--- src/rtl/cla_subtractor_serial.sv ---
// Slice-serial subtractor: diff = a - b - bin, one 4-bit carry look-ahead slice per clock, LSB slice first.
// The borrow between slices is registered, so an operation takes NSLICE cycles in RUN plus one in DONE.
module cla_subtractor_serial #(
   parameter int WIDTH = 16
) (
   input  logic             clk,
   input  logic             rst,
   input  logic             start,
   input  logic [WIDTH-1:0] a,
   input  logic [WIDTH-1:0] b,
   input  logic             bin,
   output logic             busy,
   output logic             done,
   output logic [WIDTH-1:0] diff,
   output logic             bout,
   output logic             ovf,
   output logic             zero
);

   localparam int NSLICE = WIDTH / 4;
   localparam int CW     = $clog2(NSLICE);
   localparam logic [CW-1:0] LAST = CW'(NSLICE - 1);

   typedef enum logic [1:0] {IDLE, RUN, DONE} state_t;

   state_t           state;
   logic [CW-1:0]    count;
   logic [WIDTH-1:0] a_q;
   logic [WIDTH-1:0] b_q;
   logic             borrow;
   logic [4:0]       slice_sum;

   // Returns {carry_out, sum[3:0]} of x + y + cin using flat look-ahead carries.
   function automatic logic [4:0] cla4(input logic [3:0] x, input logic [3:0] y, input logic cin);
      logic [3:0] p;
      logic [3:0] g;
      logic [4:0] c;
      p    = x ^ y;
      g    = x & y;
      c[0] = cin;
      c[1] = g[0] | (p[0] & cin);
      c[2] = g[1] | (p[1] & g[0]) | (p[1] & p[0] & cin);
      c[3] = g[2] | (p[2] & g[1]) | (p[2] & p[1] & g[0]) | (p[2] & p[1] & p[0] & cin);
      c[4] = g[3] | (p[3] & g[2]) | (p[3] & p[2] & g[1]) | (p[3] & p[2] & p[1] & g[0])
           | (p[3] & p[2] & p[1] & p[0] & cin);
      return {c[4], p ^ c[3:0]};
   endfunction

   always_comb begin
      slice_sum = cla4(a_q[{count, 2'b00} +: 4], ~b_q[{count, 2'b00} +: 4], ~borrow);
   end

   always_ff @(posedge clk) begin
      if (rst) begin
         state  <= IDLE;
         count  <= '0;
         a_q    <= '0;
         b_q    <= '0;
         borrow <= 1'b0;
         busy   <= 1'b0;
         done   <= 1'b0;
         diff   <= '0;
         bout   <= 1'b0;
         ovf    <= 1'b0;
         zero   <= 1'b0;
      end else begin
         case (state)
            IDLE: begin
               done <= 1'b0;
               if (start) begin
                  a_q    <= a;
                  b_q    <= b;
                  borrow <= bin;
                  count  <= '0;
                  diff   <= '0;
                  bout   <= 1'b0;
                  ovf    <= 1'b0;
                  zero   <= 1'b0;
                  busy   <= 1'b1;
                  state  <= RUN;
               end
            end
            RUN: begin
               diff[{count, 2'b00} +: 4] <= slice_sum[3:0];
               borrow <= ~slice_sum[4];
               count  <= count + 1'b1;
               if (count == LAST) begin
                  busy  <= 1'b0;
                  state <= DONE;
               end
            end
            DONE: begin
               // Overflow: operand signs differ and the result sign disagrees with the minuend.
               done  <= 1'b1;
               bout  <= borrow;
               ovf   <= (a_q[WIDTH-1] != b_q[WIDTH-1]) && (diff[WIDTH-1] != a_q[WIDTH-1]);
               zero  <= (diff == '0);
               state <= IDLE;
            end
            default: state <= IDLE;
         endcase
      end
   end

endmodule

--- config.mk ---
export PLATFORM = sky130hd
export DESIGN_NAME = cla_subtractor_serial
export DESIGN_NICKNAME = d
export VERILOG_FILES = /design/src/rtl/cla_subtractor_serial.sv
export SDC_FILE = /design/constraint.sdc
export NUM_CORES = 1
export LEC_CHECK = 0
export ABC_AREA = 1
export BUFFER_PORTS_ARGS = -buffer_cell sky130_fd_sc_hd__buf_2
export CAP_MARGIN = 20
export CORE_AREA = 3 3 108 110
export CTS_CLUSTER_DIAMETER = 40
export DETAILED_ROUTE_END_ITERATION = 16
export DIE_AREA = 0 0 111 113
export SLEW_MARGIN = 20
export SYNTH_ARGS = -nofsm -noshare
export SYNTH_HDL_FRONTEND = slang
export SYNTH_SLANG_ARGS = --single-unit
--- constraint.sdc ---
create_clock -name clk -period 2.9 [get_ports clk]
set_clock_uncertainty 0.1 [all_clocks]
set_input_delay 0.58 -clock clk [delete_from_list [all_inputs] [get_ports clk]]
set_output_delay 0.58 -clock clk [all_outputs]
set_load 0.005 [all_outputs]
======== Word level (Yosys, flattened, before mapping) ========
Cells that the tools add are included.
word-level totals
  output and inout port bits .............. 21
  flip-flop bits (word level) ............. 58
cells by class
  reductions and logical operators ........ 10
  bitwise gates (word level) .............. 32
  shift operators ......................... 4
  equal/unequal tests ..................... 7
  add/sub/neg operators ................... 2
  multiplexer cells ....................... 18
operators with widths
  operator                                              number
  case mux 16 bit (2 select lines)                      1
  variable part select 16 x 5 -> 4 bit                  2
  bitwise AND 1 bit                                     16
  bitwise mux 16 bit                                    1
  zero test 16 bit                                      1
  two-way mux 16 bit                                    1
  variable shift 4 x 6 -> 16 bit, first input constant  1
  variable part select 4 x 6 -> 16 bit                  1
  case mux 1 bit (2 select lines)                       6
  bitwise OR 1 bit                                      10
  case mux 2 bit (2 select lines)                       2
  AND reduction 2 bit                                   4
  XOR 4 bit                                             2
  two-way mux 2 bit                                     3
  negation 4 -> 6 bit                                   1
  bitwise AND 4 bit                                     1
  == test 2 bit, second input constant                  2
  two-way mux 1 bit                                     4
  != test 2 bit, second input constant                  2
  inverter 4 bit                                        1
  nonzero test 2 bit                                    2
  AND reduction 3 bit                                   1
  adder 2 x 1 -> 2 bit, second input constant           1
  == test 2 x 1 -> 1 bit, second input constant         1
  other kinds (4)                                       6

======== Longest topological paths before layout ========
  depth after elaboration ................. 11
  depth in mapped cells ................... 14

======== Worst setup path before layout ========
No wires, ideal clock.
  path type ............................... reg2reg
  start point ............................. register count[0]
  end point ............................... register diff[13]
  data arrival time ....................... 2.092 ns
  path slack .............................. 0.641 ns
  setup time .............................. 0.067 ns
  required time ........................... 2.733 ns
  cell stages (with the launch flop) ...... 12
  path through ............................ dfxtp_1 -> inv_1 -> clkbuf_1 -> nand2_1 -> a32oi_1 -> inv_1 -> fa_1 -> xnor2_1 -> nand2_1 -> nor2_1 -> nand2_1 -> a21oi_2
on the way
  longest elaborated chain between the ends .. 11
  elaborated cells between the ends (all ways) .. 26
  classes of those cells .................. add/sub (1); shift (4); mux (2); bitwise (19)
RTL lines
  item                                                                        line    text
  start, declared                                                             27      logic [CW-1:0] count;
  start signal, assigned                                                      86      count <= count + 1'b1;
  variable part select 16 x 5 -> 4 bit                                        50      slice_sum = cla4(a_q[{count, 2'b00} +: 4], ~b_q[{count, 2'b00} +: 4], ~borrow);
  inverter 4 bit                                                              50
  XOR 4 bit / bitwise AND 4 bit (equally long branches)                       38, 39
  bitwise AND 1 bit                                                           43      c[3] = g[2] | (p[2] & g[1]) | (p[2] & p[1] & g[0]) | (p[2] & p[1] & p[0] & cin);
  bitwise OR 1 bit / bitwise AND 1 bit (equally long branches) (2 in series)  43
  bitwise OR 1 bit                                                            43
  XOR 4 bit                                                                   46      return {c[4], p ^ c[3:0]};
  variable part select 4 x 6 -> 16 bit                                        84      diff[{count, 2'b00} +: 4] <= slice_sum[3:0];
  bitwise mux 16 bit *                                                        84
  case mux 16 bit (2 select lines) *                                          67      case (state)
  end signal, assigned by index                                               84
  end, declared                                                               14      output logic [WIDTH-1:0] diff,
Mark *: on every way between the ends. The rest lies on a longest branch, timed or not.
A chain may end at the register's enable or synchronous reset.

======== Worst setup path in the final report ========
  start point ............................. register count[1]
  end point ............................... register diff[13]
Same word-level chain as after synthesis.

==> results.md <==
| Quantity | Reported | Unit |
| --- | --- | --- |
| Synth unique cells | 32 | - |
| Number of diodes | 0 | - |
| Critical-path maximum fanout | 14 | - |
| Endpoint arrival time on the critical path | 2.69 | ns |
| GRT busiest layer | met2 | - |
| Placed inst area | 3070 | µm² |
| CTS sink cnt | 58 | - |
| Cell type with the highest aggregate area in the netlist | dfxtp_1 | - |
| Final net count | 461 | - |
| Most instantiated cells after synthesis | nand2_1, a21oi_1, dfxtp_1, nor2_1, inv_1 | - |
| Setup-failing EPs final | 0 | - |
| Number of synthesized flops with an enable pin | 0 | - |
| Crit path setup slack, layout | 0.380 | ns |
| Last weighted congestion value of the routability-driven placer | 0.854 | - |
| Delay of the slowest cell on the worst path | 0.44 | ns |
| Endpoint of the worst-slack reg-to-reg timing path | diff[13]$_SDFFE_PP0P_ | - |
| Die Footprint | 12500 | µm² |
| Sequential cell area fraction in the yosys report | 43.7 | % |
| Setup slack of the worst register-to-register path | 0.38 | ns |
| Type of the worst min-delay path | reg -> reg | - |
| Largest net degree at the start of global routing | 37 | - |
| Part of the total power dissipated in sequential elements | 48.5 | % |
| Total congestion overflow | 0 | - |
| Remaining design rule violation count | 0 | - |
| Final HPWL DP | 5380 | µm |
| Count of hold buffers inserted by post-cts repair | 0 | - |
| Clock insertion delay at the later pin of the skew report | 0.33 | ns |
| Setup Crit Path Kind | reg -> reg | - |
| Area taken by multi-input logic gates | 1340 | µm² |
| Placed Instances | 544 | - |
| Buffer depth of the longest clock path | 2 | - |
| Ordered cell list for the critical path | inv_1 -> a21oi_1 -> a32oi_1 -> inv_1 -> fa_1 -> xnor2_1 -> nand2_1 -> nor2_1 -> nand2_1 -> a21oi_2 | - |
| Net Sw Frac | 29.5 | % |
| Average footprint of a synthesized cell | 7.36 | µm² |
| I/O pin cnt | 57 | - |
| Kind of end point of the critical path | flop | - |
| Row count | 38 | - |
| Post-CTS resize count | 0 | - |
| Total clock buffers created by CTS | 9 | - |
| Primary flip-flop cell chosen by synthesis mapping | dfxtp_1 | - |
| Starting DRC count in detailed routing | 142 | - |
| Number of max-capacitance violations reported | 0 | - |
| Unrepaired setup endpoints after global routing | no | - |
| Fmax | 397 | MHz |
| Via count of the first global-routing pass | 2423 | - |
| Slew Limit Headroom | 62.5 | % |
| Overall die height | 113 | µm |
| Starting density of the core | 24.6 | % |
| Flip-flop and latch area | 1160 | µm² |
| All-Layer GR Usage | 11.6 | % |
| Actual transition at the worst max-transition pin | 0.562 | ns |
| Power share of the combinational group | 18.1 | % |
| Global-route wire length before repair | 11700 | µm |
| Number of fillers in the final layout | 1193 | - |
| Critical Path Source Type | flop | - |
| # H-tree levels | 3 | - |
| Worst supply voltage drop on vdd | 0.257 | mV |
| Area share of the largest cell type after synthesis | 43.7 | % |
| Met1 global-route usage | 15.3 | % |
| Worst hold path startpoint | ovf$_SDFFE_PP0P_ | - |
| Count of vias placed by the detailed router | 2498 | - |
| Critical Path Slowest Stage Cell | fa_1 | - |
| CTS root buffer | clkbuf_8 | - |
| Required time at the endpoint of the critical path | 3.07 | ns |
| Pre-CTS WS | 0.417 | ns |
| Setup Fix Bufs, Post-CTS | 0 | - |
| Hold path depth | 2 | - |
| Number of warning messages in the yosys log | 0 | - |
| Share of post-route cells with drive strength above 1 | 21.5 | % |
| Power spent charging and discharging nets | 524 | µW |
| Top cells by area in the synthesized netlist | dfxtp_1, nand2_1, a21oi_1 | - |
| Layout Area Growth over Synthesis | 21.1 | % |
| Cell Count, Final, Fillers Out | 559 | - |
| Shortest clock period the worst path allows after layout | 2.52 | ns |
| Startpoint of the worst register-to-register path | count[1]$_SDFFE_PP0P_ | - |
| Cell count after synthesis | 361 | - |
| Area of all placed cells without fillers | 3220 | µm² |
| Power Internal | 1.26 | mW |
| Worst reg2reg path depth | 10 | - |
| Count leader, synth | nand2_1 | - |
| Flop and latch count out of synthesis | 58 | - |
| Share of synthesized registers carrying an async set or reset | 0 | % |
| First-pass DRT Iterations | 4 | - |
| Clock network power share | 33.4 | % |
| Antenna violations before repair | 0 | - |
| DR WL/cell | 12.7 | µm |
| Fin Setup TNS | 0 | ns |
| TritonCTS clock tree | built | - |
| Endpoint of the worst hold-timing path | ovf$_SDFFE_PP0P_ | - |
| CORE AREA | 10800 | µm² |
| Aggregate routed wire length | 7080 | µm |
| Met3 Resource Use GR | 3.58 | % |
| Number of max-slew violations in the final report | 0 | - |
| Area of the mapped netlist | 2660 | µm² |
| Final hold violation count | 0 | - |
| Leakage Power | 1.34 | nW |
| Clock slew at reported path FFs | 0.06 | ns |
| Number of routed nets with antenna violations | 0 | - |
| Width of the die | 111 | µm |
| Power density over the cells | 553 | nW/µm² |
| Total nets after synthesis | 407 | - |
| Result of the run | finished clean | - |
| Ratio of final minimum period to clock period | 86.9 | % |
| Met2 track utilization from global routing | 17.8 | % |
| Via/cell ratio | 4.47 | - |
| IO buf count | 56 | - |
-- cell families after synthesis --
| family | share of synthesized area [%] |
|---|---|
| simple gates | 27.5 |
| buf+inv | 5.70 |
| flops | 43.7 |
| compound gates | 17.8 |
| fa+ha+maj | 4.99 |
| xor+xnor | 0.330 |
-- per-layer routing --
metal,vias up,routed length [µm]
li1,1303,-
met2,65,3190
met5,-,0
met4,0,51
met3,4,377
met1,1126,3470
-- state kept, by name (all words and copies together) (netlist names) --
signal / flops
busy: 1
count: 2
b_q: 16
a_q: 16
done: 1
bout: 1
diff: 16
ovf: 1
zero: 1
state: 2
borrow: 1
-- metrics by stage --
stage / util (%) / total power [mW] / hold slack [ns]
floorplan: - / 1.11 / 0.336
global placement: 28.4 / 1.20 / 0.350
detailed placement: 28.4 / 1.20 / 0.355
CTS: 29.8 / 1.81 / 0.364
global route: 29.8 / 1.88 / 0.383
finish: 29.8 / 1.78 / 0.361
-- final cells by class --
cell class / instances / area share (%)
tap: 140 / 5.44
multi-input combinational: 269 / 41.8
clock buffer: 11 / 4.08
inverter: 17 / 1.98
timing repair buffer: 60 / 10.0
sequential: 58 / 36.1
clock inverter: 4 / 0.622
-- power by group through the flow --
stage / combinational, mW / clock (mW) / sequential [mW]
finish: 0.323 / 0.594 / 0.862
global route: 0.366 / 0.648 / 0.866
CTS: 0.325 / 0.619 / 0.862
detailed placement: 0.323 / 0 / 0.880
global placement: 0.320 / 0 / 0.879
floorplan: 0.233 / 0 / 0.872
-- worst max-delay path by stage --
stage	start	depth (start not counted)	slack, ns	end
6_report	count[1]$_SDFFE_PP0P_	10	0.38	diff[13]$_SDFFE_PP0P_
5_1_grt	count[1]$_SDFFE_PP0P_	10	0.15	diff[13]$_SDFFE_PP0P_
4_1_cts	count[1]$_SDFFE_PP0P_	10	0.39	diff[13]$_SDFFE_PP0P_
3_5_place_dp	count[1]$_SDFFE_PP0P_	10	0.42	diff[13]$_SDFFE_PP0P_
3_3_place_gp	count[1]$_SDFFE_PP0P_	8	0.50	diff[12]$_SDFFE_PP0P_
2_1_floorplan	count[0]$_SDFFE_PP0P_	11	0.64	diff[13]$_SDFFE_PP0P_
-- cells in the final DEF (no fill, tap or decap), types with 3 or more instances in the layout --
cell type	n
o21ai_1	3
clkinv_2	4
ha_1	9
buf_4	3
a21oi_1	61
buf_2	56
nand3_1	7
nand2_1	124
inv_2	3
nand4_1	6
nor3_1	3
o22ai_1	3
o21ai_0	9
a21oi_2	3
inv_1	13
dfxtp_1	58
nor2_1	21
clkbuf_8	9
-- worst max-delay path, delay by kind of cell (launching register included) --
kind	cells	cell delay, ns
flops	1	0.37
simple gates	3	0.32
buf+inv	2	0.45
fa+ha+maj	1	0.44
xor+xnor	1	0.28
compound gates	3	0.49
No activity file was read; power rests on OpenSTA's default activity.
